--- src/rtl/pixel_fifo.sv ---
// pixel_fifo: first-word-fall-through pixel FIFO between a pixel source and a
// line buffer. It tracks pixel position within a frame on the pop side and
// keeps sticky overflow/underflow flags.
module pixel_fifo #(
    parameter int DATA_WIDTH = 8,
    parameter int CHANNELS   = 3,
    parameter int DEPTH      = 16,
    parameter int IMG_WIDTH  = 6,
    parameter int IMG_HEIGHT = 6
) (
    input  logic                           clk,
    input  logic                           rst,
    input  logic                           flush,
    input  logic                           wr_en,
    input  logic [DATA_WIDTH*CHANNELS-1:0] wr_data,
    output logic                           full,
    input  logic                           fifo_read_en,
    output logic [DATA_WIDTH*CHANNELS-1:0] fifo_data,
    output logic                           fifo_empty,
    output logic [$clog2(DEPTH+1)-1:0]     count,
    output logic                           frame_done,
    output logic                           ovf_err,
    output logic                           udf_err
);

    localparam int PW    = DATA_WIDTH * CHANNELS;
    localparam int AW    = $clog2(DEPTH);
    localparam int CW    = $clog2(DEPTH + 1);
    localparam int FRAME = IMG_WIDTH * IMG_HEIGHT;
    localparam int PIXW  = (FRAME > 1) ? $clog2(FRAME) : 1;
    localparam logic [PIXW-1:0] LAST_PIX = PIXW'(FRAME - 1);

    logic [PW-1:0]   mem [DEPTH];
    logic [PW-1:0]   head;

    logic [AW-1:0]   wr_ptr_reg,  wr_ptr_next;
    logic [AW-1:0]   rd_ptr_reg,  rd_ptr_next;
    logic [CW-1:0]   count_reg,   count_next;
    logic [PIXW-1:0] pix_cnt_reg, pix_cnt_next;
    logic            frame_done_reg, frame_done_next;
    logic            ovf_reg, ovf_next;
    logic            udf_reg, udf_next;

    logic            wr_accept;
    logic            rd_accept;

    // Status flags come straight from the registered occupancy.
    assign full       = (count_reg == CW'(DEPTH));
    assign fifo_empty = (count_reg == '0);
    assign count      = count_reg;
    assign frame_done = frame_done_reg;
    assign ovf_err    = ovf_reg;
    assign udf_err    = udf_reg;

    // Accept decisions use pre-edge full/empty, so no write-to-read bypass.
    assign wr_accept = wr_en        && !full       && !flush;
    assign rd_accept = fifo_read_en && !fifo_empty && !flush;

    // Storage: no reset, contents are hidden by the zeroed output while empty.
    always_ff @(posedge clk) begin
        if (wr_accept) begin
            mem[wr_ptr_reg] <= wr_data;
        end
    end

    assign head = mem[rd_ptr_reg];

    // Head pixel is forced to zero per channel while the FIFO is empty.
    generate
        for (genvar gi = 0; gi < CHANNELS; gi++) begin : g_chan
            assign fifo_data[gi*DATA_WIDTH +: DATA_WIDTH] =
                fifo_empty ? '0 : head[gi*DATA_WIDTH +: DATA_WIDTH];
        end
    endgenerate

    // Next-state for pointers, occupancy, frame position and error flags.
    always_comb begin
        wr_ptr_next     = wr_ptr_reg;
        rd_ptr_next     = rd_ptr_reg;
        count_next      = count_reg;
        pix_cnt_next    = pix_cnt_reg;
        frame_done_next = 1'b0;
        ovf_next        = ovf_reg;
        udf_next        = udf_reg;

        if (flush) begin
            wr_ptr_next  = '0;
            rd_ptr_next  = '0;
            count_next   = '0;
            pix_cnt_next = '0;
        end else begin
            if (wr_en && full) begin
                ovf_next = 1'b1;
            end
            if (fifo_read_en && fifo_empty) begin
                udf_next = 1'b1;
            end
            if (wr_accept) begin
                wr_ptr_next = wr_ptr_reg + AW'(1);
            end
            if (rd_accept) begin
                rd_ptr_next = rd_ptr_reg + AW'(1);
                if (pix_cnt_reg == LAST_PIX) begin
                    pix_cnt_next    = '0;
                    frame_done_next = 1'b1;
                end else begin
                    pix_cnt_next = pix_cnt_reg + PIXW'(1);
                end
            end
            if (wr_accept && !rd_accept) begin
                count_next = count_reg + CW'(1);
            end else if (rd_accept && !wr_accept) begin
                count_next = count_reg - CW'(1);
            end
        end
    end

    // State registers with asynchronous reset.
    always_ff @(posedge clk or posedge rst) begin
        if (rst) begin
            wr_ptr_reg     <= '0;
            rd_ptr_reg     <= '0;
            count_reg      <= '0;
            pix_cnt_reg    <= '0;
            frame_done_reg <= 1'b0;
            ovf_reg        <= 1'b0;
            udf_reg        <= 1'b0;
        end else begin
            wr_ptr_reg     <= wr_ptr_next;
            rd_ptr_reg     <= rd_ptr_next;
            count_reg      <= count_next;
            pix_cnt_reg    <= pix_cnt_next;
            frame_done_reg <= frame_done_next;
            ovf_reg        <= ovf_next;
            udf_reg        <= udf_next;
        end
    end

endmodule

--- config.mk ---
export PLATFORM = sky130hd
export DESIGN_NAME = pixel_fifo
export DESIGN_NICKNAME = d
export VERILOG_FILES = /design/src/rtl/pixel_fifo.sv
export SDC_FILE = /design/constraint.sdc
export NUM_CORES = 1
export LEC_CHECK = 0
export CELL_PAD_IN_SITES_DETAIL_PLACEMENT = 0
export CELL_PAD_IN_SITES_GLOBAL_PLACEMENT = 1
export CORE_ASPECT_RATIO = 1.2
export CORE_MARGIN = 2
export CORE_UTILIZATION = 30
export CTS_CLUSTER_DIAMETER = 80
export CTS_CLUSTER_SIZE = 8
export DETAILED_ROUTE_END_ITERATION = 8
export PLACE_DENSITY_LB_ADDON = 0.08
export RECOVER_POWER = 50
export SLEW_MARGIN = 20
export SYNTH_ARGS = -nofsm -noshare
export SYNTH_HDL_FRONTEND = slang
export SYNTH_SLANG_ARGS = --single-unit
--- constraint.sdc ---
create_clock -name clk -period 4.4 [get_ports clk]
set_input_delay 0.66 -clock clk [delete_from_list [all_inputs] [get_ports clk]]
set_output_delay 0.66 -clock clk [all_outputs]
set_load 0.1 [all_outputs]
After elaboration in Yosys (flattened, before gate mapping) --
Memories as Yosys holds them, arrays and structs flattened. Index checks and enable logic that the tools add are counted.
Word-level totals: memories 1, bits in writable memories 384, register bits after elaboration 22, output and inout bits 34, logic and storage cells 53, input port bits 29
Cells by class: bitwise operators 1, add/sub/neg operators 5, multiplexer cells 18, reduce and logical (&&, ||, !) cells 19, eq/ne operators 2
Memory list:
- mem | words 16, width 24, read ports 1, clocked after memory_dff 0, wr ports 1, line 33 | logic [PW-1:0] mem [DEPTH];
Operators with widths (number):
- $mux W8 | 3
- $mux W6 | 3
- $mux W4 | 4
- $mux W5 | 3
- $add A4 B1 Y4 const B | 2
- $logic_and A1 B1 Y1 | 8
- $add A6 B1 Y6 const B | 1
- $eq A6 B6 Y1 const B | 1
- $add A5 B1 Y5 const B | 1
- $eq A5 B5 Y1 const B | 1
- $logic_not A1 Y1 | 5
- $logic_not A5 Y1 | 1
- $mux W1 | 5
- $sub A5 B1 Y5 const B | 1
- $reduce_and A2 Y1 | 2
- $reduce_bool A2 Y1 | 2
- $reduce_bool A3 Y1 | 1
- $not A1 Y1 | 1

Depth between registers and ports, before layout --
word-level depth 9, mapped depth 10, depth with buffers taken out 10

Worst setup path before layout --
Ideal clock, no wire load.
kind reg-to-output, start point register count_reg[0], in the netlist count[0], end point output port fifo_data[0], required time 3.740 ns, buffers on the path 3, arrival 3.656 ns, cell stages (with the launch flop) 8, setup slack 0.084 ns, path through dfrtp_1 -> or4_1 -> buf_6 -> nor2_2 -> or2_1 -> buf_4 -> buf_6 -> o22ai_1
On the way: longest elaborated chain between the ends 2
RTL lines:
- start: declaration | line 38 | logic [CW-1:0] count_reg, count_next;
- start signal: assignment | line 131 | count_reg <= count_next;
- $logic_not A5 Y1 | line 49 | assign fifo_empty = (count_reg == '0);
- named net fifo_empty | line 19 | output logic fifo_empty,
- $mux W8 | line 72 | fifo_empty ? '0 : head[gi*DATA_WIDTH +: DATA_WIDTH];
- end: declaration | line 18 | output logic [DATA_WIDTH*CHANNELS-1:0] fifo_data,
The timed path passes the listed nets, and every way through them passes these cells.

Worst setup path in the final report --
start point register count_reg[0], in the netlist count[0], end point output port fifo_data[8]
On the way: longest elaborated chain between the ends 2
RTL lines (line):
- $logic_not A5 Y1 | 49
- $mux W8 | 72
No other way between the ends.

==> summary.md <==
| Metric | Value |
|---|---|
| Status | finished, final reports clean |
| Synth-to-Final Area Change | 19.5% |
| Crit Path Category | reg -> out |
| CP max-delay cell | or4_1 |
| Comb power frac | 26.4% |
| Fraction of layout cells with a size suffix above 1 | 27.0% |
| CP Cell Sequence | or4_1 > nor2_1 > or2_1 > buf_4 > o22ai_1 > buf_4 |
| Fmax | 254 MHz |
| Required @ worst endpoint | 3740 ps |
| Worst Hold Slack | 514 ps |
| Finished Cell Area | 19,000 um^2 |
| Yosys warns | 0 |
| Initial Utilization | 30.3% |
| Root Buffer | clkbuf_16 |
| Hold wc startpoint | udf_err |
| CP delay by family, top | simple AND/OR/NAND/NOR gates |
| # clock sinks | 406 |
| Register share of total power | 40.0% |
| Worst slew margin | 20.0% |
| Die Span Y | 256 um |
| Min-delay worst type | reg -> reg |
| Clk buf depth | 3 |
| MaxCap Viol Count | 0 |
| Post-DRT Antenna Nets | 0 |
| WL per Instance | 24.7 um |
| Seq/Total Area, Yosys | 76.0% |
| First-pass GRT wire length | 57,900 um |
| Post-place setup slack | 842 ps |
| Ports | 63 |
| Worst r2r path cells | 9 |
| Worst Path Arrival | 3280 ps |
| Cells after Synth | 743 |
| Most common cell after layout, fill and taps aside | edfxtp_1 |
| Via density per instance | 4.80 |
| GP Congestion | 0.711 |
| Max incr delay on CP | 690 ps |
| GR Overflow Total | 0 |
| DIE AREA | 54,800 um^2 |
| Die W | 214 um |
| Final TNS setup | 0 ps |
| CORE AREA | 52,500 um^2 |
| Lkg Pwr | 5.92 nW |
| Critical path capture point type | output port |
| Clk pwr share | 33.6% |
| Post-layout min period | 3940 ps |
| Worst path bufs/invs | 2 |
| CTS tree | yes |
| RSZ-0062 raised after global routing | false |
| Final Power | 11.2 mW |
| Synth Cell Area | 15,900 um^2 |
| Hold depth | 1 |
| CTS Hold Bufs | 0 |
| Commonest cells after routing, fill and taps aside | edfxtp_1 (384), mux4_2 (96), clkbuf_16 (56) |
| PostCTS Resize Cnt | 0 |
| Final setup violation count | 0 |
| Post-layout net count | 895 |
| Number of flip-flops in the largest register | 384 |
| Clock skew | 9.89 ps |
| CP Max Fanout | 10 |
| Antenna violations before repair | 1 |
| DR pass1 iterations | 4 |
| DP HPWL | 21,800 um |
| Power per cell area | 588 nW/um^2 |
| Clk_lat worst skew | 590 ps |
| Post-DP Area | 17,500 um^2 |
| GR Util All Layers | 14.5% |
| Final slew viol count | 0 |
| Row cnt | 92 |
| Final WS setup | 461 ps |
| # port buffers | 62 |
| Drt initial violations | 432 |
| Final hold violation count | 0 |
| RR Endpoint | count[4] |
| NetSw | 3.70 mW |
| Largest net degree at the start of global routing | 42 |
| Worst Setup Start Kind | flip-flop |
| Maximum VDD drop | 289 uV |
| R2r startpoint | count[0] |
| Post-Route WL | 38,800 um |
| Unique cell type count in the Yosys netlist | 41 |
| Clock transition at the registers of the reported paths | 50 ps |
| Worst Hold Endpoint | udf_err |
| R2R Setup Slk | 1390 ps |
| CTS Buf Count | 56 |
| Register bit total from synthesis | 406 |
| Syn avg cell area | 21.4 um^2 |
| H-tree depth | 2 |
| Postcts setup bufs | 0 |
| DR vias | 7,545 |
| Syn_nets | 783 |
| Worst-margin pin slew | 1190 ps |
| DRC Markers | 0 |
| Period utilization | 89.5% |
| Inserted Diodes | 0 |
| Vias in the first global route | 8,573 |
| Switching Share | 33.2% |
| Most used cell, CP | buf_4 |
| Cell Int Power | 7.46 mW |
==> cell families after synthesis <==
family | Yosys count | share of synthesized area, %
adder cells (fa/ha/maj) | 11 | 0.914
AO/OA/AOI/OAI | 46 | 1.85
buffers and inverters | 45 | 1.46
AND/OR/NAND/NOR | 76 | 2.19
multiplexers | 150 | 17.0
XOR/XNOR | 9 | 0.496
flip-flops | 406 | 76.0
==> synth_stat cells (all sizes together) <==
cell,instances,area share (%)
nor3,6,0.19
a311o,1,0.063
nand2,21,0.50
buf,32,1.1
o21bai,1,0.047
nor2b,2,0.079
a31o,1,0.055
or2,1,0.039
xor2,5,0.28
fa,1,0.13
nand3,7,0.22
xnor2,4,0.22
dfrtp,22,3.5
mux4,96,14
and3,2,0.079
clkbuf,7,0.17
o22ai,25,1.0
nand2b,2,0.079
a21boi,2,0.095
a31oi,2,0.079
mux2,5,0.35
and3b,1,0.055
nand4,2,0.079
o21ai,5,0.20
nor2,27,0.67
mux2i,49,3.1
or4,1,0.047
nor4,2,0.079
edfxtp,384,73
or3,2,0.079
a21oi,9,0.28
inv,6,0.14
ha,10,0.79
==> worst max-delay path by stage <==
| stage | start | slack, ps | end | cells after the start |
|---|---|---|---|---|
| floorplan | count[0] | 80 | fifo_data[0] | 7 |
| global placement | wr_en | 860 | count[4] | 10 |
| detailed placement | wr_en | 840 | count[4] | 10 |
| CTS | count[1] | 370 | fifo_data[8] | 6 |
| global route | count[0] | 280 | fifo_data[3] | 6 |
| finish | count[0] | 460 | fifo_data[8] | 6 |
==> per-stage QoR <==
step,utilization (%),instances
2_1_floorplan,-,743
3_3_place_gp,33.4,1502
3_5_place_dp,33.4,1502
4_1_cts,36.2,1571
5_1_grt,36.2,1571
6_report,36.2,1571
==> power by group through the flow <==
stage	Clock (mW)	Combinational (mW)	Sequential, mW
6_report	3.75	2.95	4.46
5_1_grt	4.03	3.11	4.48
4_1_cts	3.88	3.02	4.47
3_5_place_dp	0	3.01	4.54
3_3_place_gp	0	3.01	4.54
2_1_floorplan	0	2.17	4.65
==> metal layers <==
metal / global-route usage (%) / share of wire, % / vias up
met5: 0 / 0 / -
met4: 3.92 / 1.9 / 0
met3: 2.83 / 3.5 / 61
met2: 25.9 / 53 / 136
met1: 17.8 / 42 / 4068
li1: - / - / 3280
==> final cells by class <==
cell class	instances	area (um^2)
clock inverters	3	28.8
multi-input cells	292	3680
fillers	4884	33500
flip-flops and latches	406	12100
well taps	705	882
repair buffers	93	838
inverters	6	22.5
clock buffers	66	1440
Note: power is estimated with default switching activity, not from simulation.
